File: src/rtl/store_buffer.sv
// Posted-write store buffer: circular FIFO of core stores drained to data memory over valid/ready.
// Optional write merging into the youngest non-head entry when STORE_BUF_MERGE_EN is defined.
module store_buffer #(
   parameter int unsigned DEPTH = 4
) (
   input  logic                     clk,
   input  logic                     reset,
   input  logic [3:0]               write,
   input  logic [31:0]              write_address,
   input  logic [31:0]              DATA_out,
   input  logic                     read,
   input  logic [31:0]              read_address,
   output logic                     hazard,
   output logic                     full,
   output logic [$clog2(DEPTH):0]   count,
   output logic                     overflow,
   output logic                     mem_valid,
   input  logic                     mem_ready,
   output logic [31:0]              mem_address,
   output logic [31:0]              mem_data,
   output logic [3:0]               mem_we
);

   localparam int unsigned PW = $clog2(DEPTH);
   localparam int unsigned CW = PW + 1;

   logic [31:0]   r_addr [DEPTH];
   logic [31:0]   r_data [DEPTH];
   logic [3:0]    r_be   [DEPTH];
   logic [PW-1:0] r_head;
   logic [PW-1:0] r_tail;
   logic [CW-1:0] r_count;
   logic          r_overflow;

   logic          w_req;
   logic          w_full;
   logic          w_empty;
   logic          w_deq;
   logic          w_enq;
   logic          w_drop;
   logic          w_merge;
   logic [PW-1:0] w_head_nxt;
   logic [PW-1:0] w_tail_nxt;
   logic [CW-1:0] w_count_nxt;
   logic          w_ovf_nxt;
   logic          w_hit;
   logic [PW-1:0] w_off;
   logic          w_unused_lsbs;

   assign w_req   = |write;
   assign w_full  = (r_count == CW'(DEPTH));
   assign w_empty = (r_count == '0);
   assign w_deq   = !w_empty && mem_ready;
   assign w_unused_lsbs = &{1'b0, read_address[1:0]};

`ifdef STORE_BUF_MERGE_EN
   logic [PW-1:0] w_young;
   logic [31:0]   w_merge_data;
   logic [3:0]    w_merge_be;

   // Merge target is the youngest entry, only while it is not also the head.
   always_comb begin
      w_young      = r_tail - PW'(1);
      w_merge      = w_req && (r_count >= CW'(2))
                     && (r_addr[w_young][31:2] == write_address[31:2]);
      w_merge_be   = r_be[w_young] | write;
      w_merge_data = r_data[w_young];
      for (int b = 0; b < 4; b++) begin
         if (write[b]) begin
            w_merge_data[8*b +: 8] = DATA_out[8*b +: 8];
         end
      end
   end
`else
   assign w_merge = 1'b0;
`endif

   // Next-state for pointers, occupancy and sticky overflow.
   always_comb begin
      w_enq       = w_req && !w_merge && (!w_full || w_deq);
      w_drop      = w_req && !w_merge && w_full && !w_deq;
      w_head_nxt  = r_head;
      w_tail_nxt  = r_tail;
      w_count_nxt = r_count;
      w_ovf_nxt   = r_overflow | w_drop;
      if (w_enq) begin
         w_tail_nxt = r_tail + PW'(1);
      end
      if (w_deq) begin
         w_head_nxt = r_head + PW'(1);
      end
      case ({w_enq, w_deq})
         2'b10:   w_count_nxt = r_count + CW'(1);
         2'b01:   w_count_nxt = r_count - CW'(1);
         default: w_count_nxt = r_count;
      endcase
   end

   // Word-address match against live entries and the store arriving this cycle.
   always_comb begin
      w_hit = 1'b0;
      w_off = '0;
      for (int i = 0; i < int'(DEPTH); i++) begin
         w_off = PW'(i) - r_head;
         if ((CW'(w_off) < r_count) && (r_addr[i][31:2] == read_address[31:2])) begin
            w_hit = 1'b1;
         end
      end
      if (w_req && (write_address[31:2] == read_address[31:2])) begin
         w_hit = 1'b1;
      end
      hazard = read && w_hit;
   end

   always_ff @(posedge clk or negedge reset) begin
      if (!reset) begin
         r_head     <= '0;
         r_tail     <= '0;
         r_count    <= '0;
         r_overflow <= 1'b0;
         for (int i = 0; i < int'(DEPTH); i++) begin
            r_addr[i] <= '0;
            r_data[i] <= '0;
            r_be[i]   <= '0;
         end
      end else begin
         r_head     <= w_head_nxt;
         r_tail     <= w_tail_nxt;
         r_count    <= w_count_nxt;
         r_overflow <= w_ovf_nxt;
         if (w_enq) begin
            r_addr[r_tail] <= write_address;
            r_data[r_tail] <= DATA_out;
            r_be[r_tail]   <= write;
         end
`ifdef STORE_BUF_MERGE_EN
         if (w_merge) begin
            r_data[w_young] <= w_merge_data;
            r_be[w_young]   <= w_merge_be;
         end
`endif
      end
   end

   // Head entry is presented straight from storage; zeroed while empty.
   assign mem_valid   = !w_empty;
   assign mem_address = w_empty ? 32'h0 : r_addr[r_head];
   assign mem_data    = w_empty ? 32'h0 : r_data[r_head];
   assign mem_we      = w_empty ? 4'h0  : r_be[r_head];
   assign full        = w_full;
   assign count       = r_count;
   assign overflow    = r_overflow;

endmodule

File: config.mk
export PLATFORM = sky130hd
export DESIGN_NAME = store_buffer
export DESIGN_NICKNAME = d
export VERILOG_FILES = /design/src/rtl/store_buffer.sv
export SDC_FILE = /design/constraint.sdc
export NUM_CORES = 1
export LEC_CHECK = 0
export ABC_AREA = 1
export BUFFER_PORTS_ARGS = -buffer_cell sky130_fd_sc_hd__buf_2
export CAP_MARGIN = 20
export CORE_MARGIN = 2
export CORE_UTILIZATION = 53
export DETAILED_ROUTE_END_ITERATION = 12
export GPL_ROUTABILITY_DRIVEN = 0
export PLACE_DENSITY_LB_ADDON = 0.25
export SETUP_SLACK_MARGIN = 0.4
export SLEW_MARGIN = 40
export SYNTH_ARGS = -nofsm -noshare
export SYNTH_HDL_FRONTEND = slang
export SYNTH_SLANG_ARGS = --single-unit
File: constraint.sdc
create_clock -name clk -period 2.4 [get_ports clk]
set_clock_uncertainty 0.2 [all_clocks]
set_input_delay 0.36 -clock clk [delete_from_list [all_inputs] [get_ports clk]]
set_output_delay 0.36 -clock clk [all_outputs]
set_load 0.02 [all_outputs]
Word level (Yosys, flattened, before mapping)
Cells that the tools add are included.
{"block": "totals", "elab_cells": 85, "output_inout_bits": 75, "ff_bits": 280}
{"block": "classes", "n_lt_le_gt_ge": 7, "mux": 25, "eq_ne": 8, "n_reduce_logical": 18, "add_sub_neg": 8, "bitwise_logic": 3}
{"operator": "128-bit bitwise mux", "n": 2}
{"operator": "32-bit 2-to-1 mux", "n": 7}
{"operator": "30-bit == test", "n": 5}
{"operator": "32-bit binary-select mux with 2-bit select", "n": 2}
{"operator": "32-bit demux with 2-bit select", "n": 1}
{"operator": "16-bit bitwise mux", "n": 1}
{"operator": "4-bit 2-to-1 mux", "n": 4}
{"operator": "2-bit by 3-bit less-than comparator with 1-bit output", "n": 4}
{"operator": "1-bit logical AND", "n": 11}
{"operator": "4-bit binary-select mux with 2-bit select", "n": 1}
{"operator": "4-bit demux with 2-bit select", "n": 1}
{"operator": "3-bit greater-or-equal comparator (second input constant)", "n": 2}
{"operator": "2-bit NOT with 3-bit output", "n": 2}
{"operator": "3-bit case mux with 2 select lines", "n": 1}
{"operator": "1-bit 2-to-1 mux", "n": 5}
{"operator": "2-bit by 1-bit adder with 2-bit output (second input constant)", "n": 2}
{"operator": "4-bit OR reduction", "n": 1}
{"operator": "1-bit by 2-bit subtractor with 2-bit output (first input constant)", "n": 2}
{"operator": "2-bit subtractor (first input constant)", "n": 2}
{"operator": "3-bit by 1-bit adder with 3-bit output (second input constant)", "n": 1}
{"operator": "3-bit == test (second input constant)", "n": 1}
{"operator": "1-bit zero test", "n": 3}
{"operator": "3-bit zero test", "n": 1}
{"operator": "3-bit by 1-bit less-than comparator with 1-bit output (second input constant)", "n": 1}
{"operator": "6 further kinds", "n": 6}

Logic depth before layout (Yosys ltp)
Gate-level depths: netlist of run 1.
{"block": "logic_depth", "depth_word": 9, "ltp_mapped": 16, "depth_no_buf": 14}

Least setup slack after synthesis of run 1
OpenSTA, ideal clock, no wires.
{"block": "synth_path", "path_kind": "register to output", "start": "reg r_head[0]", "end": "out hazard", "setup_slack_ns": -0.148, "path_stages_with_launch": 17, "t_arrival_ns": 1.988, "required_ns": 1.840, "n_path_buf": 2, "cell_sequence": "dfrtp_1 -> buf_2 -> inv_2 -> nor2_2 -> buf_2 -> nor2_1 -> inv_1 -> ha_1 -> nand2_1 -> nand2_1 -> nand2_1 -> nand3_1 -> nor2_1 -> nand3_1 -> nand3_1 -> nor2_1 -> nor2_1"}
{"block": "synth_between", "elab_chain_cells": 9, "elab_cells_between_ends": 18, "cone_classes": "add/sub (4); order compare (4); mux (5); reduce/logical (5)"}
{"element": "start, declared", "line_no": "30", "rtl": "logic [PW-1:0] r_head;"}
{"element": "start signal, assigned", "line_no": "127", "rtl": "r_head <= w_head_nxt;"}
{"element": "1-bit by 2-bit subtractor with 2-bit output", "line_no": "104", "rtl": "w_off = PW'(i) - r_head;"}
{"element": "2-bit by 3-bit less-than comparator with 1-bit output", "line_no": "105", "rtl": "if ((CW'(w_off) < r_count) && (r_addr[i][31:2] == read_address[31:2])) begin"}
{"element": "1-bit logical AND", "line_no": "105"}
{"element": "1-bit 2-to-1 mux (3 in a row)", "line_no": "105"}
{"element": "1-bit 2-to-1 mux *", "line_no": "105"}
{"element": "1-bit 2-to-1 mux *", "line_no": "109", "rtl": "if (w_req && (write_address[31:2] == read_address[31:2])) begin"}
{"element": "1-bit logical AND *", "line_no": "112", "rtl": "hazard = read && w_hit;"}
{"element": "end, declared", "line_no": "13", "rtl": "output logic hazard,"}
Mark *: on every way between the ends. The rest lies on a longest branch, timed or not.

Worst setup path after layout of run 1
Ends and elaborated chain as after synthesis.

==> metrics.txt, run 1 <==
Max clock buf depth=3; worst-margin pin slew=0.788 ns; min Tclk post-route=3.02 ns; total CTS buffers=31; RSZ-0062 raised after global routing=true; sequential area share after synthesis=0.484; Worst setup EP type=output port; final WL=57,300 um; Lkg Pwr=10.0 nW; gr ovfl total=0; share of cells above drive strength 1=0.375; fillcell total=1,460; Core Area=26,900 um2; pin count of the biggest net entering global routing=85; DRT Pass-1 Iters=9; Antenna Nets Post-Route=0; Setup CP Type=register to output port; final core utilization=0.818; final hold vios=0; critical path required time=1.84 ns; Post-synth top cells=nand2_1 (469), dfrtp_1 (280), o21ai_0 (212); ys async rst share=1.00; fmax=331 MHz; die width=169 um; number of global-route vias before repair=13,314; failing checks=setup timing; startpoint types=register; synth top area cells=dfrtp_1 (48%), nand2_1 (12%), o21ai_0 (7.3%); final setup vio count=70; WP data arrival=2.46 ns; Worst VDD drop=1.26 mV; Area Growth Syn to Fin=52.0%; Port Buf Inserts=176; outcome=complete, but fails checks; via count=15,152; hold slack=0.0337 ns; clock-pin slew on the worst setup and hold paths=0.06 ns; MaxCap Viol Count=0; prevailing post-synth register cell=dfrtp_1; Via density=6.18; Worst-Skew Late Latency=0.59 ns; Post-Synthesis Mean Instance Area=8.28 um2; Critical-path top delay cell=dfrtp_2; Power Density=1660 nW/um2; HP Class=input pin to register; Netlist cell types=33; Mapped Cells=1,748; Die H=169 um; global-route wire length before repair=71,900 um; count leader, synth=nand2_1; remaining routing DRC violations=0; Starting Density=0.538; CTS Sinks=280; Area after DPL=16,200 um2; largest area contributor in the netlist=dfrtp_1; post-synth top area share=0.484; Yosys warnings=0; overall routing resource usage=0.320; drt initial violations=1,931; synthesized area=14,500 um2; fin. max-slew vios=0; WL per Instance=23.4 um; fin area=22,000 um2; hpwl dp=26,600 um; worst relative slew slack=0.475; die area=28,600 um2; critical path peak fanout=4; final worst setup slack=-0.619 ns; Tcrit/Tclk final=1.26; Seq cells post-synth=280; # rows=60; syn_nets=1,862; fin nets=2,200; Critical Path Max Stage Delay=0.47 ns; H-tree levels=1; initial antenna violation count=1; Setup TNS Final=-35.09 ns; I/O pin total=179; TritonCTS clock tree=built; EDFF count, synth=0; antenna fix cells=0; root buffer cell=clkbuf_16; crit path cell chain=inv_4 -> nor2_4 -> nor2_4 -> ha_1 -> nand2_1 -> nand2_1 -> nand2_1 -> nand3_1 -> nor2_1 -> nand3_1 -> nand3_1 -> nor2_2 -> nor2_2 -> buf_6
==> critical path: cells and delay by family (launching register included) <==
kind	cells	cell delay, ns
adders and majority gates	1	0.27
DFF	1	0.47
buffers and inverters	2	0.18
and+or+nand+nor	11	0.95
==> flip-flops by register name, summed over array words and instances (netlist names) <==
| name | flops |
|---|---|
| r_addr | 128 |
| r_data | 128 |
| r_be | 16 |
| count | 3 |
| r_head | 2 |
| r_tail | 2 |
| overflow | 1 |
==> per-stage QoR <==
stage                     total power, W  std cells  setup slack, ns
after CTS                         0.0297       2366           -0.491
after global routing              0.0380       2452           -0.681
after global placement            0.0216       2201          0.00624
final                             0.0365       2452           -0.619
after floorplan                   0.0178       1748           0.0611
after detailed placement          0.0220       2201          0.00812
==> area by class of cell <==
class / instances / area, um2 / area share
sequential: 280 / 7010 / 0.319
tap: 341 / 427 / 0.0194
clock buffer: 43 / 861 / 0.0391
clock inverter: 15 / 224 / 0.0102
multi-input combinational: 1225 / 8300 / 0.377
inverter: 133 / 542 / 0.0246
timing repair buffer: 415 / 4630 / 0.210
==> path summary, 6_finish.rpt <==
path | start | to | slack (ns) | cells past startpoint
setup / recovery | r_head[0] | hazard | -0.62 | 14
hold / removal | mem_ready | overflow | 0.03 | 3
setup reg to reg | count[0] | count[2] | 0.01 | 11
hold reg to reg | overflow | overflow | 0.27 | 1
max in group asynchronous | reset | r_data[31] | 1.07 | 3
min in group asynchronous | reset | r_addr[7] | 0.10 | 2
==> power breakdown <==
group	internal, W	switching [W]
sequential	0.00706	0.00241
clock	0.00305	0.00206
combinational	0.00986	0.0121
total	0.0200	0.0166
==> cell families after synthesis <==
kind of cell             share of synthesized area
XOR/XNOR                                    0.0684
AND/OR/NAND/NOR                              0.192
buffers and inverters                       0.0814
adder cells (fa/ha/maj)                    0.00917
flip-flops                                   0.484
AO/OA/AOI/OAI                                0.165
==> cell usage in the layout (no fill, tap or decap), types with 8 or more instances in the layout <==
master | netlist | routed
a221oi_2 | 0 | 9
a22oi_2 | 0 | 46
a31oi_2 | 0 | 50
buf_12 | 0 | 47
buf_16 | 0 | 11
buf_2 | 34 | 107
buf_4 | 0 | 103
buf_6 | 20 | 32
buf_8 | 1 | 12
clkbuf_1 | 70 | 8
clkbuf_16 | 0 | 63
dfrtp_1 | 280 | 275
dlygate4sd3_1 | 0 | 70
inv_1 | 129 | 124
nand2_1 | 469 | 357
nand2_2 | 11 | 63
nand2_4 | 1 | 67
nand2_8 | 4 | 13
nand3_1 | 75 | 74
nand4_1 | 9 | 9
nor2_1 | 85 | 76
nor3_1 | 8 | 8
o21ai_0 | 212 | 105
o21ai_1 | 68 | 88
o21ai_2 | 10 | 97
xnor2_1 | 68 | 68
xor2_1 | 45 | 45
==> repair_timing <==
item / in CTS / in global routing
pin swaps: 34 / 36
gates cloned: 17 / 47
setup buffers: 20 / 39
endpoints found under the setup margin: 89 / 270
hold buffers: 70 / 0
resized for setup: 183 / 461
endpoints found under the hold margin: 525 / 0
==> per-layer routing <==
metal | wire, um | GRT usage
met1 | 20600 | 0.424
met2 | 26900 | 0.525
met3 | 5720 | 0.0599
met5 | 0 | 0
met4 | 4140 | 0.127
No activity file was read; power rests on OpenSTA's default activity.
==> inputs of run 2 (changes only) <==
--- a/config.mk
+++ b/config.mk
@@ -6,13 +6,14 @@
 export NUM_CORES = 1
 export LEC_CHECK = 0
 export ABC_AREA = 1
-export BUFFER_PORTS_ARGS = -buffer_cell sky130_fd_sc_hd__buf_2
 export CAP_MARGIN = 20
 export CORE_MARGIN = 2
-export CORE_UTILIZATION = 53
+export CORE_UTILIZATION = 58
 export DETAILED_ROUTE_END_ITERATION = 12
+export DONT_BUFFER_PORTS = 1
 export GPL_ROUTABILITY_DRIVEN = 0
 export PLACE_DENSITY_LB_ADDON = 0.25
+export RECOVER_POWER = 25
 export SETUP_SLACK_MARGIN = 0.4
 export SLEW_MARGIN = 40
 export SYNTH_ARGS = -nofsm -noshare
==> run 2 against run 1 <==
The run ends with hold timing, setup timing left; sequential power shrank 3.3%; sequential cell count is the same; critical path type unchanged; utilization shrank 1.3 points.
==> metrics.txt, run 2 (same netlist as run 1, synthesis figures left out) <==
HP Class=input pin to asynchronous set/reset pin; WP data arrival=2.35 ns (-0.11 ns); clock-pin slew on the worst setup and hold paths=0.06 ns (about the same); Antenna Nets Post-Route=0 (unchanged); fin nets=2,031 (-7.7%); Critical-path top delay cell=dfrtp_2; initial antenna violation count=0 (-1); number of global-route vias before repair=12,595 (-5.4%); hpwl dp=24,600 um (-7.4%); total power=0.0324 W (-11%); Critical Path Max Stage Delay=0.45 ns (-0.02 ns); failing checks=hold timing, setup timing; antenna fix cells=0 (unchanged); Placed Cells=2,061 (-6.4%); TritonCTS clock tree=built; Setup CP Type=register to output port; min Tclk post-route=2.91 ns (-0.107 ns); fin. max-slew vios=0 (unchanged); die width=162 um (-4.3%); final hold vios=280 (+280); Tcrit/Tclk final=1.21 (-0.0446); Worst setup EP type=output port; Area Growth Syn to Fin=35.7%; Die H=162 um (-4.3%); I/O pin total=179 (unchanged); hold slack=-0.722 ns (-0.755 ns); final setup vio count=72 (+2.9%); Via density=6.23 (+0.85%); Area after DPL=15,700 um2 (-3.2%); WL per Instance=22.6 um (-3.5%); fillcell total=1,441 (-1.3%); RSZ-0062 raised after global routing=true; kind of cell adding the most delay to the critical path=buffers and inverters; Starting Density=0.593 (+0.0548); fmax=343 MHz (+3.7%); global-route wire length before repair=66,000 um (-8.2%); root buffer cell=clkbuf_16; pin count of the biggest net entering global routing=281 (+230%); # rows=57 (-5.0%); Max clock buf depth=3 (unchanged); MaxCap Viol Count=0 (unchanged); crit path cell chain=buf_4 -> buf_12 -> nor2_4 -> buf_6 -> clkbuf_16 -> a22oi_1 -> a31oi_2 -> buf_6; via count=14,078 (-7.1%); fin area=19,600 um2 (-11%); CTS Sinks=280 (unchanged); critical path required time=1.84 ns (about the same); most frequent cells in the layout=nand2_1 (420), dfrtp_1 (275), o21ai_0 (161); worst relative slew slack=0.310 (-0.165); worst-margin pin slew=1.04 ns (+0.247 ns); Power Density=1650 nW/um2 (-0.55%); Worst-Skew Late Latency=0.58 ns (about the same); Buf/Inv on CP=5 (+3); startpoint types=register; post-place setup slack=0.0449 ns (+0.0367 ns); Port Buf Inserts=0 (-100%); biggest regs=r_addr: 128 flops, r_data: 128 flops, r_be: 16 flops; final WL=51,000 um (-11%); critical path peak fanout=5 (+1); CP most frequent cell=buf_6; outcome=complete, but fails checks; share of cells above drive strength 1=0.243 (-0.131); total CTS buffers=31 (unchanged); Lkg Pwr=8.83 nW (-12%); Worst VDD drop=1.08 mV (-15%); gr ovfl total=0 (unchanged); CTS Hold Bufs=69 (-1.4%); most common cell after layout, fill and taps aside=nand2_1; DRT Pass-1 Iters=6 (-3); overall routing resource usage=0.318 (-0.00241); die area=26,200 um2 (-8.4%); final worst setup slack=-0.512 ns (+0.107 ns); H-tree levels=1 (unchanged); Core Area=24,400 um2 (-9.2%); drt initial violations=1,719 (-11%); remaining routing DRC violations=0 (unchanged); final core utilization=0.805 (-0.0133); Cell Count, Final, Fillers Out=2,259 (-7.9%)
-- run 2: cell count changes in the layout (fill, tap and decap cells not counted), moves of 27 or more --
| cell | before | now |
|---|---|---|
| buf_2 | 107 | 0 |
| o21ai_0 | 105 | 161 |
| nand2_4 | 67 | 22 |
| o21ai_2 | 97 | 37 |
| buf_12 | 47 | 20 |
| nand2_1 | 357 | 420 |
-- run 2: final timing paths --
path | from | to | slack [ns] | depth (start not counted)
setup reg to reg | count[2] | r_addr[110] | -0.03 | 11
hold reg to reg | r_data[4] | r_data[4] | 0.29 | 2
max in group asynchronous | reset | r_head[0] | 1.80 | 0
min in group clk | write[1] | overflow | 0.05 | 4
setup / recovery | r_head[1] | mem_data[13] | -0.51 | 8
hold / removal | reset | r_addr[39] | -0.72 | 0
-- run 2: per-layer routing --
layer  part of all wire  vias to the layer above  track usage
li1                   -                     6099            -
met1               0.36                     6793        0.418
met2               0.47                      944        0.526
met3               0.11                      242       0.0572
met4              0.059                        0        0.129
met5                  0                        -            0
-- run 2: what timing repair did --
action	in CTS	in global routing
gates cloned	6	37
resized for setup	129	180
pin swaps	41	36
hold endpoints to repair	553	280
buffers inserted	17	18
setup endpoints to repair	239	296
-- run 2: metrics by stage --
stage	hold slack, ns	setup TNS, ns
2_1_floorplan	-0.136	0
3_3_place_gp	-0.120	0
3_5_place_dp	-0.121	0
4_1_cts	-0.723	-21.55
5_1_grt	-0.732	-34.19
6_report	-0.722	-30.14
-- run 2: final cells by class --
cell class | count | area [um2] | area share
Clock buffer | 42 | 857 | 0.0437
Sequential cell | 280 | 7010 | 0.357
Multi-Input combinational cell | 1217 | 7490 | 0.382
Tap cell | 324 | 405 | 0.0206
Clock inverter | 9 | 93.8 | 0.00478
Timing Repair Buffer | 254 | 3220 | 0.164
Inverter | 133 | 549 | 0.0280
-- run 2: power breakdown --
part	leakage (nW)	total, W	internal (W)	switching (W)
Clock	0.469	0.00458	0.00260	0.00198
Sequential	3.46	0.00916	0.00706	0.00209
Combinational	4.90	0.0187	0.00821	0.0105
Total	8.83	0.0324	0.0179	0.0146
==> inputs of run 3 (changes only) <==
--- a/config.mk
+++ b/config.mk
@@ -14,7 +14,7 @@
 export GPL_ROUTABILITY_DRIVEN = 0
 export PLACE_DENSITY_LB_ADDON = 0.25
 export RECOVER_POWER = 25
-export SETUP_SLACK_MARGIN = 0.4
+export SETUP_SLACK_MARGIN = 0.1
 export SLEW_MARGIN = 40
 export SYNTH_ARGS = -nofsm -noshare
 export SYNTH_HDL_FRONTEND = slang
==> run 3 against run 2 <==
The flow still finishes with violations (hold timing, setup timing); worst setup slack lost 0.046 ns; cell area fell by 7.9%; maximum frequency shrank 1.5%; routed wire length decreased by 14%; sequential cell count did not move; sequential share of layout area rose by 3.1 points; total power shrank 10%; register-to-register slack better by 0.17 ns; critical path type unchanged.
==> metrics.txt, run 3 (same netlist as run 1, synthesis figures left out) <==
outcome=complete, but fails checks; failing checks=hold timing, setup timing; Int Power=0.0165 W (-7.6%); FF-to-FF setup slack=0.14 ns (+0.17 ns); clock-pin slew on the worst setup and hold paths=0.06 ns (about the same); root buffer cell=clkbuf_16; final hold vios=280 (unchanged); Die H=162 um (unchanged); sequential power share=0.307 (+0.025); Worst-Skew Late Latency=0.58 ns (about the same); # rows=57 (unchanged); I/O pin total=179 (unchanged); fin nets=1,994 (-1.8%); share of cells above drive strength 1=0.152 (-0.0915); global routing met3 resource utilization=0.0753 (+0.0181); startpoint types=register; global-route wire length before repair=66,200 um (+0.32%); H-tree levels=1 (unchanged); TritonCTS clock tree=built; Max clock buf depth=3 (unchanged); most common cell after layout, fill and taps aside=nand2_1; gr ovfl total=0 (unchanged); die area=26,200 um2 (unchanged); Setup CP Type=register to output port; Power Density=1610 nW/um2 (-2.4%); worst reg-to-reg path cell count=10 (-1); overall routing resource usage=0.318 (about the same); WP data arrival=2.40 ns (+0.05 ns); total CTS buffers=30 (-3.2%); DRT Pass-1 Iters=5 (-1); Area Growth Syn to Fin=24.9%; Worst VDD drop=0.881 mV (-18%); CTS Hold Bufs=69 (unchanged); number of global-route vias before repair=12,600 (+0.040%); min Tclk post-route=2.96 ns (+0.0455 ns); Net Sw Power=0.0126 W (-13%); worst-margin pin slew=0.742 ns (-0.293 ns); hold slack=-0.699 ns (+0.0227 ns); most frequent cells in the layout=nand2_1 (468), dfrtp_1 (275), o21ai_0 (203); hpwl dp=25,800 um (+5.1%); final WL=43,700 um (-14%); remaining routing DRC violations=0 (unchanged); RSZ-0062 raised after global routing=true; final worst setup slack=-0.557 ns (-0.0455 ns); Area after DPL=15,400 um2 (-1.8%); Sw Ratio=0.434 (-0.0151); fillcell total=1,750 (+21%); Critical R2R Launch=count[2]; MaxCap Viol Count=0 (unchanged); Core Area=24,400 um2 (unchanged); drt initial violations=1,185 (-31%); Worst setup EP type=output port; Starting Density=0.593 (unchanged); met2 Usage GRT=0.521 (-0.00522); fin area=18,100 um2 (-7.9%); initial antenna violation count=0 (unchanged); final setup vio count=70 (-2.8%); Placed Cells=2,068 (+0.34%); HP Class=input pin to asynchronous set/reset pin; antenna fix cells=0 (unchanged); pin count of the biggest net entering global routing=281 (unchanged); fin. max-slew vios=0 (unchanged); via count=12,976 (-7.8%); Port Buf Inserts=0 (unchanged); global routing's busiest layer=met2; critical path peak fanout=3 (-2); fmax=338 MHz (-1.5%); Worst R2R End=count[2]; biggest regs=r_addr: 128 flops, r_data: 128 flops, r_be: 16 flops; Lkg Pwr=8.34 nW (-5.5%); Combinational Power Share=0.525 (-0.052); Clk network pwr share=0.168 (+0.027); worst relative slew slack=0.505 (+0.195); Via density=5.83 (-6.5%); CTS Sinks=280 (unchanged); Tcrit/Tclk final=1.23 (+0.0190); WL per Instance=19.6 um (-13%); met1 Use GR=0.407 (-0.0103); critical path required time=1.84 ns (about the same); Cell Count, Final, Fillers Out=2,226 (-1.5%); die width=162 um (unchanged); Antenna Nets Post-Route=0 (unchanged)
==> run 3: cell count changes in the layout (fill, tap and decap cells not counted), sizes merged <==
| cell | before | now |
|---|---|---|
| buf | 162 | 150 |
| bufinv | 1 | 4 |
| clkbuf | 65 | 49 |
| clkinv | 7 | 6 |
| clkinvlp | 4 | 1 |
| inv | 130 | 133 |
| nand2 | 492 | 485 |
==> run 3: power groups by stage <==
stage	registers (W)	clock network, W	logic (W)
after CTS	0.00876	0.00495	0.0138
after floorplan	0.00839	0	0.00892
after global routing	0.00919	0.00513	0.0165
final	0.00894	0.00490	0.0153
after detailed placement	0.00881	0	0.0130
after global placement	0.00870	0	0.0127
==> run 3: repair_timing <==
item | CTS | global route
setup buffers | 8 | 15
hold endpoints to repair | 553 | 280
gates cloned | 4 | 8
setup endpoints to repair | 70 | 72
pin swaps | 13 | 21
resized for setup | 23 | 63
==> run 3: worst max path at each step <==
stage | end | cells after the start | startpoint | slack [ns]
global route | hazard | 12 | r_head[1] | -0.63
global placement | mem_address[30] | 9 | r_head[1] | -0.0009
detailed placement | mem_address[30] | 9 | r_head[1] | -0.05
CTS | hazard | 12 | r_head[0] | -0.42
floorplan | hazard | 15 | r_head[1] | 0.06
finish | hazard | 12 | r_head[1] | -0.56
==> run 3: critical path, stage by stage, from the launching register on <==
cell	delay, ns
dfrtp_2	0.43
inv_4	0.06
buf_4	0.13
ha_1	0.29
nand2_1	0.07
nor2_1	0.05
a21oi_1	0.16
nand3_1	0.10
nor2_1	0.12
nand3_1	0.09
nand2_1	0.10
nor2_4	0.06
nor2_4	0.16
==> run 3: per-stage QoR <==
stage	TNS, ns	power (W)	util	setup slack (ns)
after floorplan	0	0.0173	-	0.0611
after global placement	-0.000938	0.0214	0.633	-0.000938
after detailed placement	-0.103	0.0219	0.633	-0.0520
after CTS	-25.52	0.0275	0.715	-0.421
after global routing	-34.82	0.0308	0.741	-0.626
final	-29.77	0.0292	0.741	-0.557
==> run 3: layer usage <==
layer  wire length [um]  part of all wire
met5                  0                 0
met4               2180             0.050
met3               3890             0.089
met2              20600              0.47
met1              17000              0.39
==> run 3: final cells by class <==
type	instances	area [um2]	area share
Clock buffer	43	870	0.0481
Tap cell	324	405	0.0224
Timing Repair Buffer	225	2450	0.136
Clock inverter	11	186	0.0103
Inverter	133	520	0.0288
Multi-Input combinational cell	1210	6630	0.367
Sequential cell	280	7010	0.388
